`src/rtl/lib_pkg.sv`:
```
// Shared types for the decode stage: instruction classes, RV opcode
// constants, the decoded bundle carried down the pipe, and the
// occupancy states of the two-entry skid buffer.
package lib_pkg;

  // imm and pc are carried at the widest supported XLEN. Narrower
  // instances sign-extend up to their own XLEN and leave every bit at
  // and above XLEN as zero.
  localparam int XLEN_MAX = 64;

  typedef enum logic [3:0] {
    OT_LUI     = 4'd0,
    OT_AUIPC   = 4'd1,
    OT_JAL     = 4'd2,
    OT_JALR    = 4'd3,
    OT_BRANCH  = 4'd4,
    OT_LOAD    = 4'd5,
    OT_STORE   = 4'd6,
    OT_OPIMM   = 4'd7,
    OT_OP      = 4'd8,
    OT_MISCMEM = 4'd9,
    OT_SYSTEM  = 4'd10,
    OT_MULDIV  = 4'd11,
    OT_OPIMM32 = 4'd12,
    OT_OP32    = 4'd13,
    OT_ILLEGAL = 4'd14
  } op_type_t;

  localparam logic [6:0] OPC_LUI     = 7'b0110111;
  localparam logic [6:0] OPC_AUIPC   = 7'b0010111;
  localparam logic [6:0] OPC_JAL     = 7'b1101111;
  localparam logic [6:0] OPC_JALR    = 7'b1100111;
  localparam logic [6:0] OPC_BRANCH  = 7'b1100011;
  localparam logic [6:0] OPC_LOAD    = 7'b0000011;
  localparam logic [6:0] OPC_STORE   = 7'b0100011;
  localparam logic [6:0] OPC_OPIMM   = 7'b0010011;
  localparam logic [6:0] OPC_OP      = 7'b0110011;
  localparam logic [6:0] OPC_MISCMEM = 7'b0001111;
  localparam logic [6:0] OPC_SYSTEM  = 7'b1110011;
  localparam logic [6:0] OPC_OPIMM32 = 7'b0011011;
  localparam logic [6:0] OPC_OP32    = 7'b0111011;

  localparam logic [6:0] F7_BASE   = 7'b0000000;
  localparam logic [6:0] F7_ALT    = 7'b0100000;
  localparam logic [6:0] F7_MULDIV = 7'b0000001;

  typedef struct packed {
    op_type_t              op_type;
    logic [4:0]            rs1;
    logic [4:0]            rs2;
    logic [4:0]            rd;
    logic [2:0]            funct3;
    logic [6:0]            funct7;
    logic [XLEN_MAX-1:0]   imm;
    logic [XLEN_MAX-1:0]   pc;
    logic                  illegal;
  } dec_t;

  typedef enum logic [1:0] {
    OCC_EMPTY = 2'd0,
    OCC_ONE   = 2'd1,
    OCC_FULL  = 2'd2
  } occ_t;

endpackage

```
`src/rtl/decode_stage_if.sv`:
```
// Upstream/downstream handshake bundle of the decode stage. The master
// side is whoever feeds raw instructions and consumes decoded entries.
interface decode_stage_if import lib_pkg::*; #(
  parameter int XLEN = 32
) ();
  logic            flush;
  logic            in_valid;
  logic            in_ready;
  logic [31:0]     in_instr;
  logic [XLEN-1:0] in_pc;
  logic            out_valid;
  logic            out_ready;
  dec_t            out_dec;

  modport master (
    output flush, in_valid, in_instr, in_pc, out_ready,
    input  in_ready, out_valid, out_dec
  );

  modport slave (
    input  flush, in_valid, in_instr, in_pc, out_ready,
    output in_ready, out_valid, out_dec
  );
endinterface

```
`src/rtl/decoder_core.sv`:
```
// Purely combinational RV32/RV64 instruction decoder: field extraction,
// immediate formation and legality check.
module decoder_core import lib_pkg::*; #(
  parameter int XLEN  = 32,
  parameter bit M_EXT = 1'b0
) (
  input  logic [31:0]     instr,
  input  logic [XLEN-1:0] pc,
  output dec_t            dec
);
  logic [6:0]      opcode;
  logic [2:0]      funct3;
  logic [6:0]      funct7;
  logic            f7_ok;
  logic [31:0]     imm_i, imm_s, imm_b, imm_u, imm_j;
  logic [31:0]     imm32;
  logic [XLEN-1:0] imm_x;
  op_type_t        op;
  logic            bad;

  assign opcode = instr[6:0];
  assign funct3 = instr[14:12];
  assign funct7 = instr[31:25];
  assign f7_ok  = (funct7 == F7_BASE) || (funct7 == F7_ALT) ||
                  (M_EXT && (funct7 == F7_MULDIV));

  // All formats fit in 32 bits once sign-extended from instr[31].
  assign imm_i = {{20{instr[31]}}, instr[31:20]};
  assign imm_s = {{20{instr[31]}}, instr[31:25], instr[11:7]};
  assign imm_b = {{19{instr[31]}}, instr[31], instr[7], instr[30:25], instr[11:8], 1'b0};
  assign imm_u = {instr[31:12], 12'b0};
  assign imm_j = {{11{instr[31]}}, instr[31], instr[19:12], instr[20], instr[30:21], 1'b0};
  assign imm_x = XLEN'($signed(imm32));

  // Classify the opcode, choose the immediate format and flag illegal encodings.
  always_comb begin
    // NOTE: every output of this block gets a default first, so no path
    // can leave one unassigned and infer a latch.
    op    = OT_ILLEGAL;
    imm32 = '0;
    bad   = 1'b0;
    case (opcode)
      OPC_LUI:     begin op = OT_LUI;     imm32 = imm_u; end
      OPC_AUIPC:   begin op = OT_AUIPC;   imm32 = imm_u; end
      OPC_JAL:     begin op = OT_JAL;     imm32 = imm_j; end
      OPC_JALR:    begin op = OT_JALR;    imm32 = imm_i; bad = (funct3 != 3'b000); end
      OPC_BRANCH:  begin op = OT_BRANCH;  imm32 = imm_b; end
      OPC_LOAD:    begin op = OT_LOAD;    imm32 = imm_i; end
      OPC_STORE:   begin op = OT_STORE;   imm32 = imm_s; end
      OPC_OPIMM:   begin op = OT_OPIMM;   imm32 = imm_i; end
      OPC_MISCMEM: begin op = OT_MISCMEM; imm32 = imm_i; end
      OPC_SYSTEM:  begin op = OT_SYSTEM;  imm32 = imm_i; end
      OPC_OP: begin
        op  = (M_EXT && (funct7 == F7_MULDIV)) ? OT_MULDIV : OT_OP;
        bad = !f7_ok;
      end
      OPC_OPIMM32: begin
        if (XLEN == 64) begin op = OT_OPIMM32; imm32 = imm_i; end
        else            bad = 1'b1;
      end
      OPC_OP32: begin
        if (XLEN == 64) begin op = OT_OP32; bad = !f7_ok; end
        else            bad = 1'b1;
      end
      default: bad = 1'b1;
    endcase
    if (instr[1:0] != 2'b11) bad = 1'b1;
  end

  // Assemble the bundle; illegal entries keep their decoded fields.
  always_comb begin
    dec         = '0;
    dec.op_type = bad ? OT_ILLEGAL : op;
    dec.rs1     = instr[19:15];
    dec.rs2     = instr[24:20];
    dec.rd      = instr[11:7];
    dec.funct3  = funct3;
    dec.funct7  = funct7;
    dec.imm     = XLEN_MAX'(imm_x);
    dec.pc      = XLEN_MAX'(pc);
    dec.illegal = bad;
  end

endmodule

```
`src/rtl/decode_stage.sv`:
```
// Decode pipeline stage: decodes on the way in, then holds up to two
// decoded entries (output register plus one skid entry) so in_ready can
// come straight from registered occupancy with no path from out_ready.
module decode_stage import lib_pkg::*; #(
  parameter int XLEN  = 32,
  parameter bit M_EXT = 1'b0
) (
  input  logic          clk,
  input  logic          rst_n,
  decode_stage_if.slave bus
);
  occ_t occ_q, occ_d;
  dec_t out_q, out_d;
  dec_t skid_q, skid_d;
  dec_t dec_in;
  logic in_ready, out_valid, accept, retire;

  decoder_core #(.XLEN(XLEN), .M_EXT(M_EXT)) u_decoder_core (
    .instr (bus.in_instr),
    .pc    (bus.in_pc),
    .dec   (dec_in)
  );

  assign in_ready      = (occ_q != OCC_FULL);
  assign out_valid     = (occ_q != OCC_EMPTY);
  assign accept        = bus.in_valid && in_ready;
  assign retire        = out_valid && bus.out_ready;
  assign bus.in_ready  = in_ready;
  assign bus.out_valid = out_valid;
  assign bus.out_dec   = out_q;

  // Next occupancy and entry movement; the skid entry always refills the output register.
  always_comb begin
    occ_d  = occ_q;
    out_d  = out_q;
    skid_d = skid_q;
    if (bus.flush) begin
      occ_d = OCC_EMPTY;
    end else begin
      case (occ_q)
        OCC_EMPTY: if (accept) begin out_d = dec_in; occ_d = OCC_ONE; end
        OCC_ONE: begin
          if (accept && retire) out_d = dec_in;
          else if (accept)      begin skid_d = dec_in; occ_d = OCC_FULL; end
          else if (retire)      occ_d = OCC_EMPTY;
        end
        OCC_FULL: if (retire) begin out_d = skid_q; occ_d = OCC_ONE; end
        default: occ_d = OCC_EMPTY;
      endcase
    end
  end

  // Occupancy and entry registers.
  always_ff @(posedge clk or negedge rst_n) begin
    if (!rst_n) begin
      // NOTE: both entries are cleared on reset so nothing stale is ever
      // visible on out_dec; they are only two registers, not an array.
      occ_q  <= OCC_EMPTY;
      out_q  <= '0;
      skid_q <= '0;
    end else begin
      // NOTE: non-blocking assignments keep every register sampling
      // pre-edge values, so update order inside this block does not matter.
      occ_q  <= occ_d;
      out_q  <= out_d;
      skid_q <= skid_d;
    end
  end

endmodule

```
`src/flat_wrapper.sv`:
```
// flat-port wrapper written by rule: the top's interface ports become plain ports
module decode_stage_flat import lib_pkg::*;
#(
  parameter int XLEN  = 32,
  parameter bit M_EXT = 1'b0
)
  (clk, rst_n, bus_flush, bus_in_valid, bus_in_instr, bus_in_pc, bus_out_ready, bus_in_ready, bus_out_valid, bus_out_dec);
  decode_stage_if #(.XLEN(XLEN)) bus_i ();
  input  logic clk;
  input  logic rst_n;
  input wire logic [$bits(bus_i.flush)-1:0] bus_flush;
  input wire logic [$bits(bus_i.in_valid)-1:0] bus_in_valid;
  input wire logic [$bits(bus_i.in_instr)-1:0] bus_in_instr;
  input wire logic [$bits(bus_i.in_pc)-1:0] bus_in_pc;
  input wire logic [$bits(bus_i.out_ready)-1:0] bus_out_ready;
  output wire logic [$bits(bus_i.in_ready)-1:0] bus_in_ready;
  output wire logic [$bits(bus_i.out_valid)-1:0] bus_out_valid;
  output wire logic [$bits(bus_i.out_dec)-1:0] bus_out_dec;
  assign bus_i.flush = bus_flush;
  assign bus_i.in_valid = bus_in_valid;
  assign bus_i.in_instr = bus_in_instr;
  assign bus_i.in_pc = bus_in_pc;
  assign bus_i.out_ready = bus_out_ready;
  assign bus_in_ready = bus_i.in_ready;
  assign bus_out_valid = bus_i.out_valid;
  assign bus_out_dec = bus_i.out_dec;
  decode_stage #(.XLEN(XLEN), .M_EXT(M_EXT)) u_core (.clk(clk), .rst_n(rst_n), .bus(bus_i));
endmodule
```
`config.mk`:
```
export PLATFORM = sky130hd
export DESIGN_NAME = decode_stage_flat
export DESIGN_NICKNAME = d
export VERILOG_FILES = /design/src/rtl/lib_pkg.sv /design/src/rtl/decode_stage_if.sv /design/src/rtl/decoder_core.sv /design/src/rtl/decode_stage.sv /design/src/flat_wrapper.sv
export SDC_FILE = /design/constraint.sdc
export NUM_CORES = 1
export LEC_CHECK = 0
export ABC_AREA = 1
export BUFFER_PORTS_ARGS = -buffer_cell sky130_fd_sc_hd__buf_2
export CAP_MARGIN = 20
export CORE_UTILIZATION = 54
export DETAILED_ROUTE_END_ITERATION = 8
export GPL_TIMING_DRIVEN = 1
export PLACE_DENSITY = 0.84
export SLEW_MARGIN = 30
export SYNTH_ARGS = -nofsm -noshare
export SYNTH_HDL_FRONTEND = slang
export SYNTH_SLANG_ARGS = --single-unit
```
`constraint.sdc`:
```
create_clock -name clk -period 2.3 [get_ports clk]
set_clock_uncertainty 0.2 [all_clocks]
set_input_delay 0.46 -clock clk [delete_from_list [all_inputs] [get_ports clk]]
set_output_delay 0.46 -clock clk [all_outputs]
set_load 0.01 [all_outputs]
```
==> flow_metrics.env <==
export IMPL_worst_slew_pin_slew_ps=765
export IMPL_via_count=7753
export IMPL_numPortBuffers=164
export IMPL_slew_viol_final=0
export IMPL_rsz0062_at_grt="false"
export IMPL_cts_tree="done"
export IMPL_powerDensity_nw_per_um2=924
export IMPL_yosys_warnings=0
export IMPL_synth_area_per_cell_um2=8.03
export IMPL_synth_seq_area_share=0.516
export IMPL_setup_tns_final_ps=0
export IMPL_multi_input_area_um2=3600
export IMPL_synth_area_um2=9220
export IMPL_drt_iter0_drc=657
export IMPL_die_area_um2=17600
export IMPL_die_x_um=133
export IMPL_drive_above_1_share=0.186
export IMPL_cts_buffers=17
export IMPL_setup_violations=0
export IMPL_synth_common_cells="349 x nand2_1, 190 x dfrtp_1, 165 x o21ai_0"
export IMPL_clk_latency_ps=420
export IMPL_synth_ff_type="dfrtp_1"
export IMPL_hp_class="in2reg"
export IMPL_globalRoute_totalOverflow=0
export IMPL_synth_cell_types=34
export IMPL_max_slew_margin=0.490
export IMPL_cts_sinks=190
export IMPL_cap_viol_max_count=0
export IMPL_final_hold_violation_count=0
export IMPL_p_leak_nw=5.70
export IMPL_syn_inst=1148
export IMPL_synth_area_leaders="dfrtp_1 52%, nand2_1 14%, o21ai_0 9.0%, buf_4 5.4%, nor2_1 4.5%"
export IMPL_timing_fmax_ghz=0.461
export IMPL_grt_start_max_net_pins=103
export IMPL_async_reset_ff_frac=1.00
export IMPL_post_cts_buffers=0
export IMPL_cts_buffer_depth=2
export IMPL_cp_arrival_ps=1510
export IMPL_path_clk_slew_ps=60
export IMPL_diodes=0
export IMPL_grt_pass1_wl_mm=35.0
export IMPL_postPlaceCellArea_um2=9980
export IMPL_crit_fanout=51
export IMPL_nNetsFinal=1353
export IMPL_yosys_area_top_type_share=0.516
export IMPL_status="complete, no violations"
export IMPL_area_growth_pct=15.0
export IMPL_wirelength_mm=21.5
export IMPL_wl_per_cell_um=14.2
export IMPL_rows=47
export IMPL_first_pass_iters=5
export IMPL_ff_latch_area_um2=4750
export IMPL_hold_depth=3
export IMPL_start_kind="register"
export IMPL_grt_pass1_vias=7073
export IMPL_dpl_hpwl_mm=14.5
export IMPL_yosysMostFrequentCell="nand2_1"
export IMPL_synth_seq_cells=190
export IMPL_io_pins=229
export IMPL_htree_levels=4
export IMPL_dp_slack_ps=152
export IMPL_yosys_area_top_type="dfrtp_1"
export IMPL_die_height_um=133
export IMPL_reg2regPathDepth=6
export IMPL_cts_root_buf="clkbuf_16"
export IMPL_stdcell_count=1515
export IMPL_core_um2=16600
export IMPL_finalInstanceArea_um2=10600
export IMPL_fillers=1406
export IMPL_finalCritPeriodShare=0.943
export IMPL_viasPerCell=5.12
export IMPL_synth_edff_count=0
export IMPL_place_congestion=0.948
export IMPL_drc_errors=0
export IMPL_critPathCaptureType="output port"
export IMPL_dp_cells=1483
export IMPL_critPathKind="reg2out"
export IMPL_route_antenna_remaining_nets=0
export IMPL_grt_total_usage=0.251
export IMPL_critPathRequiredTime_ps=1640
export IMPL_grt_antenna_before_repair=0
export IMPL_fin_hold_ws_ps=54.4
export IMPL_initial_core_util=0.554
export IMPL_setup_slack_ps=131
export IMPL_fin_crit_ps=2170
export IMPL_ir_worst_vdd_mv=0.567
[cell families (layout without fill, tap and decap cells)]
family          after synthesis  after routing  share of synthesized area
other cells                   1             64                   0.000407
flops                       190            190                      0.516
simple gates                521            521                      0.231
compound gates              230            230                      0.131
xor+xnor                      1              1                   0.000950
buf+inv                     205            289                      0.120
[final cells by class]
class	count	share of cell area
inverters	77	0.0275
repair buffers	182	0.104
flip-flops and latches	190	0.449
clock buffers	20	0.0431
clock inverters	10	0.0109
multi-input cells	816	0.340
well taps	220	0.0260
[stage by stage]
step	util	total power [mW]
floorplan	-	6.16
global placement	0.600	6.82
detailed placement	0.600	6.95
CTS	0.635	9.86
global route	0.637	10.4
finish	0.637	9.79
[power breakdown]
group          leakage, nW  total (mW)  internal (mW)  switching (mW)
combinational         3.06        2.11          0.818            1.29
sequential            2.37        4.79           4.34           0.453
clock                0.274        2.88           1.65            1.24
[state kept, by name, summed over array words and instances (netlist names)]
signal,cells
u_core.bus.out_dec,94
u_core.occ_q,2
u_core.skid_q,94
[final timing paths]
| path | startpoint | end | slack (ps) |
|---|---|---|---|
| hold reg to reg | u_core.bus.out_dec[85]$_DFFE_PN0P_ | u_core.bus.out_dec[85]$_DFFE_PN0P_ | 270 |
| setup reg to reg | u_core.occ_q[1]$_DFFE_PN0P_ | u_core.skid_q[136]$_DFFE_PN0P_ | 320 |
| min in group asynchronous | rst_n | u_core.bus.out_dec[25]$_DFFE_PN0P_ | 320 |
| setup / recovery | u_core.occ_q[0]$_DFFE_PN0P_ | bus_in_ready | 130 |
| max in group asynchronous | rst_n | u_core.bus.out_dec[12]$_DFFE_PN0P_ | 930 |
| hold / removal | bus_in_pc[4] | u_core.skid_q[5]$_DFFE_PN0P_ | 50 |
[cell usage in the layout (no fill, tap or decap), drive strengths merged, types with 12 or more instances in the layout]
| master | instances |
|---|---|
| a31oi | 26 |
| nand2 | 357 |
| buf | 179 |
| nand3 | 37 |
| nor2 | 119 |
| o21ai | 187 |
| dfrtp | 190 |
| inv | 78 |
| clkbuf | 22 |
| conb | 64 |
| a21oi | 12 |
[critical path, cell delays in order (launching register included)]
cell     delay [ps]
dfrtp_1         440
inv_2            90
nand2_4         130
buf_16          240
buf_2           170
[per-layer routing]
metal | GRT usage | wire length [um] | up-vias
met5 | 0 | 0 | -
met4 | 0.0888 | 486 | 0
met3 | 0.0613 | 1450 | 32
met2 | 0.402 | 10300 | 286
met1 | 0.335 | 9230 | 3638
li1 | - | - | 3797
[timing repair]
| item | CTS | global route |
|---|---|---|
| hold buffers | 1 | 0 |
| setup endpoints to repair | 0 | 1 |
| resized for setup | 0 | 1 |
| endpoints found under the hold margin | 32 | 0 |
Note: power is estimated with default switching activity, not from simulation.
